File: src/rtl/port_alloc.sv
// Output-port allocator for one flit of a bufferless deflection router stage.
// Grants one productive (or deflection) port and forwards the remaining free ports.
module port_alloc #(
    parameter int unsigned NUM_PORT = 5,
    parameter bit          DEFLECT  = 1'b1
) (
    input  logic                clk,
    input  logic                rst_n,
    input  logic                in_valid,
    input  logic [NUM_PORT-1:0] req,
    input  logic [NUM_PORT-1:0] avail,
    output logic                out_valid,
    output logic [NUM_PORT-1:0] alloc,
    output logic [NUM_PORT-1:0] remain
);

    logic [NUM_PORT-1:0] prod;
    logic [NUM_PORT-1:0] cand;
    logic [NUM_PORT-1:0] grant;
    logic                found;

    logic                valid_q;
    logic [NUM_PORT-1:0] alloc_q, alloc_d;
    logic [NUM_PORT-1:0] remain_q, remain_d;

    // Candidate set: productive ports first, otherwise any free port when deflecting.
    always_comb begin
        prod = req & avail;
        cand = '0;
        if (prod != '0) begin
            cand = prod;
        end else if (DEFLECT && (req != '0)) begin
            cand = avail;
        end
    end

    // Fixed-priority pick, port 0 highest.
    always_comb begin
        grant = '0;
        found = 1'b0;
        for (int i = 0; i < int'(NUM_PORT); i++) begin
            if (cand[i] && !found) begin
                grant[i] = 1'b1;
                found    = 1'b1;
            end
        end
    end

    always_comb begin
        alloc_d  = '0;
        remain_d = avail;
        if (in_valid) begin
            alloc_d  = grant;
            remain_d = avail & ~grant;
        end
    end

    always_ff @(posedge clk or negedge rst_n) begin
        if (!rst_n) begin
            valid_q  <= 1'b0;
            alloc_q  <= '0;
            remain_q <= '0;
        end else begin
            valid_q  <= in_valid;
            alloc_q  <= alloc_d;
            remain_q <= remain_d;
        end
    end

    assign out_valid = valid_q;
    assign alloc     = alloc_q;
    assign remain    = remain_q;

endmodule

File: config.mk
export PLATFORM = sky130hd
export DESIGN_NAME = port_alloc
export DESIGN_NICKNAME = d
export VERILOG_FILES = /design/src/rtl/port_alloc.sv
export SDC_FILE = /design/constraint.sdc
export NUM_CORES = 1
export LEC_CHECK = 0
export ABC_AREA = 1
export ABC_CLOCK_PERIOD_IN_PS = 800
export BUFFER_PORTS_ARGS = -buffer_cell sky130_fd_sc_hd__clkbuf_2
export CAP_MARGIN = 20
export CORE_UTILIZATION = 41
export CTS_CLUSTER_DIAMETER = 30
export DETAILED_ROUTE_END_ITERATION = 16
export GPL_ROUTABILITY_DRIVEN = 0
export PLACE_DENSITY = 0.68
export SLEW_MARGIN = 10
export SYNTH_ARGS = -nofsm -noshare
export SYNTH_HDL_FRONTEND = slang
export SYNTH_SLANG_ARGS = --single-unit
File: constraint.sdc
create_clock -name clk -period 0.8 [get_ports clk]
set_input_delay 0.16 -clock clk [delete_from_list [all_inputs] [get_ports clk]]
set_output_delay 0.16 -clock clk [all_outputs]
set_load 0.02 [all_outputs]
### After elaboration in Yosys (flattened, before gate mapping)

Cells that the tools add are included.

* muxes and demuxes: 12
* bitwise logic cells: 3
* reductions and logical operators: 10

Operator list (count)
* $mux 5: 4
* $and 5x5->5: 2
* $reduce_bool 5->1: 2
* $mux 1: 8
* $not 5->5: 1
* $logic_and 1x1->1: 4
* $logic_not 1->1: 4

* register bits: 11
* input port bits: 13
* output and inout port bits: 11
* logic and storage cells: 28

### Logic depth before layout (Yosys ltp)

Gate-level depths: netlist of the first run.

* depth after elaboration: 19
* depth in mapped cells: 9
* gate-level depth less buffers: 9

### Least setup slack after synthesis of the first run

No wires, ideal clock.

* path kind: input to register
* start: input req[4]
* end: register remain_q[3], in the netlist remain[3]
* arrival time: 0.872 ns
* path slack: -0.186 ns
* cell stages on the path: 8
* buffers on the path: 0
* path through: nor2_1 nand3_2 nand2_1 nand2_1 nand2_4 nand3_1 nor2_4 nor2_2

* word-level cells in the longest chain between the ends: 16

Ends and longest elaborated chain
* start, declared: RTL line 10 `input logic [NUM_PORT-1:0] req,`
* $reduce_bool 5->1 / $and 5x5->5 (equally long branches): RTL line 32, 28
* $mux 5 / $reduce_bool 5->1 (equally long branches): RTL line 32, 30
* $mux 5 (*): RTL line 30 `if (prod != '0) begin`
* $mux 1: RTL line 42 `if (cand[i] && !found) begin`
* $logic_not 1->1: RTL line 42
* $logic_and 1x1->1: RTL line 42
* $mux 1: RTL line 42
* $logic_not 1->1: RTL line 42
* $logic_and 1x1->1: RTL line 42
* $mux 1: RTL line 42
* $logic_not 1->1: RTL line 42
* $logic_and 1x1->1 (*): RTL line 42
* $mux 1 (*): RTL line 42
* $not 5->5 (*): RTL line 54 `remain_d = avail & ~grant;`
* $and 5x5->5 (*): RTL line 54
* $mux 5 (*): RTL line 52 `if (in_valid) begin`
* net remain_d[3]: RTL line 24 `logic [NUM_PORT-1:0] remain_q, remain_d;`
* end signal, assigned: RTL line 66 `remain_q <= remain_d;`
* end, declared: RTL line 24

Mark *: on every way through the listed nets, which the timed path passes. The rest lies on a longest branch.

### Worst setup path in the final report of the first run

* start: input req[3]
* end: register remain_q[4], in the netlist remain[4]

* word-level cells in the longest chain between the ends: 19

Ends and longest elaborated chain (RTL line)
* $reduce_bool 5->1 / $and 5x5->5 (equally long branches): 32, 28
* $mux 5 / $reduce_bool 5->1 (equally long branches): 32, 30
* $mux 5 (*): 30
* $mux 1: 42
* $logic_not 1->1: 42
* $logic_and 1x1->1: 42
* $mux 1: 42
* $logic_not 1->1: 42
* (+4 left out)
* $mux 1: 42
* $logic_not 1->1: 42
* $logic_and 1x1->1 (*): 42
* $mux 1 (*): 42
* $not 5->5 (*): 54
* $and 5x5->5 (*): 54
* $mux 5 (*): 52
* net remain_d[4]: 24

Marked as above.

==> impl_metrics.tcl, run 1 <==
set metrics [dict create \
    ant_nets 0 \
    worst_slew_pin_slew_ps 261.4 \
    synth_area_um2 623.1 \
    worstHoldEndpoint "out_valid$_DFF_PN0_" \
    min_delay_path_depth 1 \
    core_um2 1350 \
    vias 599 \
    cts_root_buf "clkbuf_4" \
    ys_types 14 \
    finalHoldViolCount 0 \
    syn_inst 72 \
    violations "negative setup slack" \
    fmax_mhz 1001 \
    worst_slack_ps -198.6 \
    synth-seq-cells 11 \
    worstPathRequired_ps 960 \
    max-cap-violations 0 \
    finalCritPeriodShare 1.248 \
    drtIter0Drc 5 \
    port_buffers 23 \
    overflow 0 \
    synthDominantCellAreaShare 0.4418 \
    synth-seq-area-share 0.4418 \
    dp_hpwl_um 1032 \
    numCtsBuffers 3 \
    rsz0062_at_grt "true" \
    maxSlewViolCount 0 \
    antenna_found_initial 0 \
    worstPathMaxFanout 5 \
    syn_area_per_cell_um2 8.654 \
    synth_top_cell_by_area "dfrtp_1" \
    grt_pass1_vias 535 \
    finalWirelength_um 1747 \
    numClockSinks 11 \
    drc 0 \
    hp-class "in2reg" \
    start_kind "input port" \
    synth_area_leaders "dfrtp_1, nor2_4, inv_1, nand2_4, nand2_1" \
    p_leak_nw 0.5739 \
    grt_max_degree 12 \
    fp.dieH_um 40.99 \
    layout.nets 126 \
    clkTransAtPathRegs_ps 70 \
    htreeDepth 1 \
    cts.path.max_buffers 2 \
    finalCriticalPeriod_ps 998.6 \
    syn_to_final_growth_pct 81.32 \
    yosys_warnings 0 \
    die_w_um 40.99 \
    utilization 0.8369 \
    cts_tree "done" \
    drtPass1Iterations 4 \
    grt_pass1_wl_um 2097 \
    track_usage 0.1962 \
    synth_fp_nets 85 \
    start_util 0.4615 \
    peakVddDrop_v 0.0007633 \
    slew_headroom 0.8258 \
    cp.arrival_ps 1160 \
    status "complete, but fails checks" \
    wl_per_cell_um 13.76 \
    post-place-ws_ps -400.5 \
    num_rows 13 \
    cp-startpoint "req[3]" \
    crit_path_end_kind "flip-flop" \
    hold_path.startpoint "in_valid" \
    viasPerCell 4.717 \
    fin_setup_tns_ps -2319 \
    power_density_nw_per_um2 1361 \
    path_class "in2reg" \
    setup_viol 21 \
    die_area_um2 1680 \
    top_level_ports 24 \
    drive_above_1_share 0.6786 \
    diodes 0 \
]
[registers in the layout, summed over array words and instances (netlist names)]
signal	cells
remain	5
out_valid	1
alloc	5
[metrics by stage]
step                power, mW  instances  area, µm²  hold WS (ps)
floorplan              0.8511         72      686.9        -135.6
global placement        1.003        119      888.4         33.84
detailed placement      1.010        119      888.4         38.08
CTS                     1.401        124      970.9         80.25
global route            1.605        127       1130         71.92
finish                  1.538        127       1130         79.73
[layout by cell type, fill, tap and decap left out, drive strengths merged]
cell type     n
nand2        20
nor2         20
o21ai         3
dfrtp        11
clkbuf       10
buf          29
nand3         5
inv          13
dlygate4sd3   1
[logic make-up (layout without fill, tap and decap cells)]
kind of cell	Yosys count	in the layout	share of synthesized area
AND/OR/NAND/NOR	45	45	0.4498
flip-flops	11	11	0.4418
buffers and inverters	13	53	0.07830
AO/OA/AOI/OAI	3	3	0.03011
[routing by layer]
metal,wire [µm],up-vias,global-route usage
li1,-,295,-
met1,609,278,0.2078
met2,1037,22,0.3594
met3,56,4,0.01630
met4,44,0,0.1333
met5,0,-,0
[worst max path at each step]
stage                          endpoint  slack [ps]  cells after the start
floorplan           remain[3]$_DFF_PN0_        -160                      8
global placement    remain[4]$_DFF_PN0_        -390                      9
detailed placement  remain[4]$_DFF_PN0_        -400                      9
CTS                           remain[2]        -150                      1
global route        remain[4]$_DFF_PN0_        -250                     10
finish              remain[4]$_DFF_PN0_        -200                      9
[timing repair]
action | CTS | global route
setup buffers | 0 | 3
hold buffers | 1 | 0
gates resized for setup | 10 | 58
endpoints found under the setup margin | 20 | 20
endpoints found under the hold margin | 11 | 0
pin swaps | 12 | 23
[cells in the mapped netlist]
master	count
inv_2	1
nand2_2	5
nor2_1	9
nand3_1	3
nor2_4	5
nand2_1	11
o21ai_2	1
nand3_2	2
nand2_4	4
o21ai_1	1
nor2_2	6
o21ai_0	1
dfrtp_1	11
inv_1	12
[where the power goes]
group / internal, mW / switching [mW] / total, mW
clock: 0.193 / 0.199 / 0.392
combinational: 0.250 / 0.292 / 0.542
sequential: 0.588 / 0.0158 / 0.604
total: 1.03 / 0.507 / 1.54
[critical path: stages]
cell	delay, ps
buf_8	100
nor2_4	120
nand3_4	130
nand2_2	120
nor2_1	50
nor2_1	110
nand3_1	130
nor2_2	160
nor2_1	70
[area by class of cell]
type / count / area (µm²)
inverters: 13 / 48.80
well taps: 15 / 18.77
fillers: 80 / 220.2
repair buffers: 36 / 337.8
flip-flops and latches: 11 / 275.3
clock buffers: 4 / 26.28
multi-input cells: 48 / 422.9
(Power assumes the default switching activity.)
==> run 2, diff against run 1 <==
--- a/config.mk
+++ b/config.mk
@@ -7,13 +7,14 @@
 export LEC_CHECK = 0
 export ABC_AREA = 1
 export ABC_CLOCK_PERIOD_IN_PS = 800
-export BUFFER_PORTS_ARGS = -buffer_cell sky130_fd_sc_hd__clkbuf_2
 export CAP_MARGIN = 20
-export CORE_UTILIZATION = 41
+export CORE_AREA = 2 2 39 41
 export CTS_CLUSTER_DIAMETER = 30
 export DETAILED_ROUTE_END_ITERATION = 16
+export DIE_AREA = 0 0 41 43
+export DONT_BUFFER_PORTS = 1
 export GPL_ROUTABILITY_DRIVEN = 0
-export PLACE_DENSITY = 0.68
+export PLACE_DENSITY = 0.6
 export SLEW_MARGIN = 10
 export SYNTH_ARGS = -nofsm -noshare
 export SYNTH_HDL_FRONTEND = slang
==> run 2 against run 1 <==
The flow still finishes with violations (negative setup slack). Combinational power fell by 49%. Routed wire length fell by 36%. Sequential share of layout area rose by 9.5 points. Highest routed layer unchanged. Critical endpoint is now remain[0]. Cell count fell by 20%.
==> impl_metrics.tcl, run 2 (synthesis results as in run 1) <==
set metrics [dict create \
    status "complete, but fails checks" \
    violations "negative setup slack" \
    vias 477 \
    utilization 0.6067 \
    total_power_mw 1.279 \
    port_buffers 0 \
    finalCritPeriodShare 1.083 \
    start_util 0.4503 \
    viasPerCell 4.723 \
    slew_headroom 0.6806 \
    internal-power_mw 0.9047 \
    cts_setup_buffers 0 \
    path_class "reg2out" \
    diodes 0 \
    rsz0062_at_grt "true" \
    fin_hold_ws_ps 7.753 \
    overflow 0 \
    finalInstanceArea_um2 839.6 \
    p_comb_frac 0.214 \
    fp.dieH_um 43 \
    top_level_ports 24 \
    seqPwrFrac 0.505 \
    cp.arrival_ps 710 \
    swShare 0.2927 \
    crit_path_end_kind "output pin" \
    htreeDepth 1 \
    final_common_cell "inv_1" \
    cts_tree "done" \
    layout.nets 99 \
    post-place-ws_ps -262.8 \
    grt_pass1_vias 502 \
    clkTransAtPathRegs_ps 60 \
    numCtsBuffers 3 \
    cp-endpoint "remain[0]" \
    core_um2 1384 \
    worstPathMaxFanout 1 \
    cts.path.max_buffers 2 \
    worst_slack_ps -66.19 \
    switchingPower_mw 0.3743 \
    finalWirelength_um 1115 \
    crit_cells 0 \
    drtIter0Drc 2 \
    most-common-layout-cells "inv_1, nor2_4, nand2_1" \
    start_kind "flip-flop" \
    cts_root_buf "clkbuf_4" \
    finalHoldViolCount 0 \
    fmax_mhz 1154 \
    cp-startpoint "remain[0]$_DFF_PN0_" \
    peakVddDrop_v 0.0005958 \
    die_area_um2 1763 \
    num_rows 14 \
    drc 0 \
    worstPathRequired_ps 640 \
    power_density_nw_per_um2 1523 \
    wl_per_cell_um 11.04 \
    dp_hpwl_um 932.8 \
    drtPass1Iterations 2 \
    dpl_cell_area_um2 744.5 \
    die_w_um 41 \
    p_leak_nw 0.4064 \
    grt_max_degree 12 \
    antenna_found_initial 0 \
    finalCriticalPeriod_ps 866.2 \
    setup_viol 11 \
    clock_power_share 0.281 \
    numClockSinks 11 \
    drive_above_1_share 0.5529 \
    max-cap-violations 0 \
    grt_pass1_wl_um 2007 \
    worst_slew_pin_slew_ps 477.5 \
    syn_to_final_growth_pct 34.74 \
    ant_nets 0 \
    maxSlewViolCount 0 \
    hp-class "in2reg" \
    track_usage 0.1694 \
]
run 2: changes by cell type in the layout (fill, tap and decap cells not counted), moves of 4 or more:
cell      before  now
clkbuf_2       5    0
dfrtp_1       11    4
nand2_2        8    4
dfrtp_2        0    7
buf_6         13    0
buf_4         13    5
nand2_1        4    8
run 2: worst min-delay path by stage:
stage / start / end / slack, ps / depth (start not counted)
finish: avail[3] / remain[3]$_DFF_PN0_ / 8 / 2
global route: avail[2] / remain[2]$_DFF_PN0_ / 4 / 2
CTS: in_valid / alloc[0]$_DFF_PN0_ / 2 / 2
detailed placement: rst_n / remain[4]$_DFF_PN0_ / -140 / 0
global placement: rst_n / remain[0]$_DFF_PN0_ / -140 / 0
floorplan: rst_n / alloc[0]$_DFF_PN0_ / -140 / 0
run 2: per-stage QoR:
step / std cells / TNS, ps
after floorplan: 72 / -1080
after global placement: 93 / -1971
after detailed placement: 93 / -2026
after CTS: 101 / -784.7
after global routing: 101 / -1119
final: 101 / -673.9
run 2: metal layers:
| metal | up-vias | track usage | wire length (µm) |
|---|---|---|---|
| met1 | 216 | 0.1960 | 378 |
| met5 | - | 0 | 0 |
| met3 | 2 | 0.02618 | 95 |
| met4 | 0 | 0.1200 | 19 |
| met2 | 18 | 0.2656 | 621 |
| li1 | 241 | - | - |
run 2: what timing repair did:
item	CTS	global route
gates resized for setup	5	7
hold endpoints to repair	14	0
endpoints found under the setup margin	11	18
hold buffers	4	0
pin swaps	0	3
run 2: layout make-up:
type / count / area (µm²)
well taps: 16 / 20.02
multi-input cells: 48 / 382.9
clock buffers: 4 / 26.28
flip-flops and latches: 11 / 284.0
repair buffers: 9 / 77.57
fillers: 123 / 544.3
inverters: 13 / 48.80
run 2: power by group through the flow:
stage | Clock [mW] | Sequential (mW) | Combinational [mW]
final | 0.359 | 0.646 | 0.274
after global routing | 0.410 | 0.650 | 0.307
after CTS | 0.370 | 0.646 | 0.269
after detailed placement | 0 | 0.654 | 0.243
after global placement | 0 | 0.652 | 0.239
after floorplan | 0 | 0.650 | 0.201
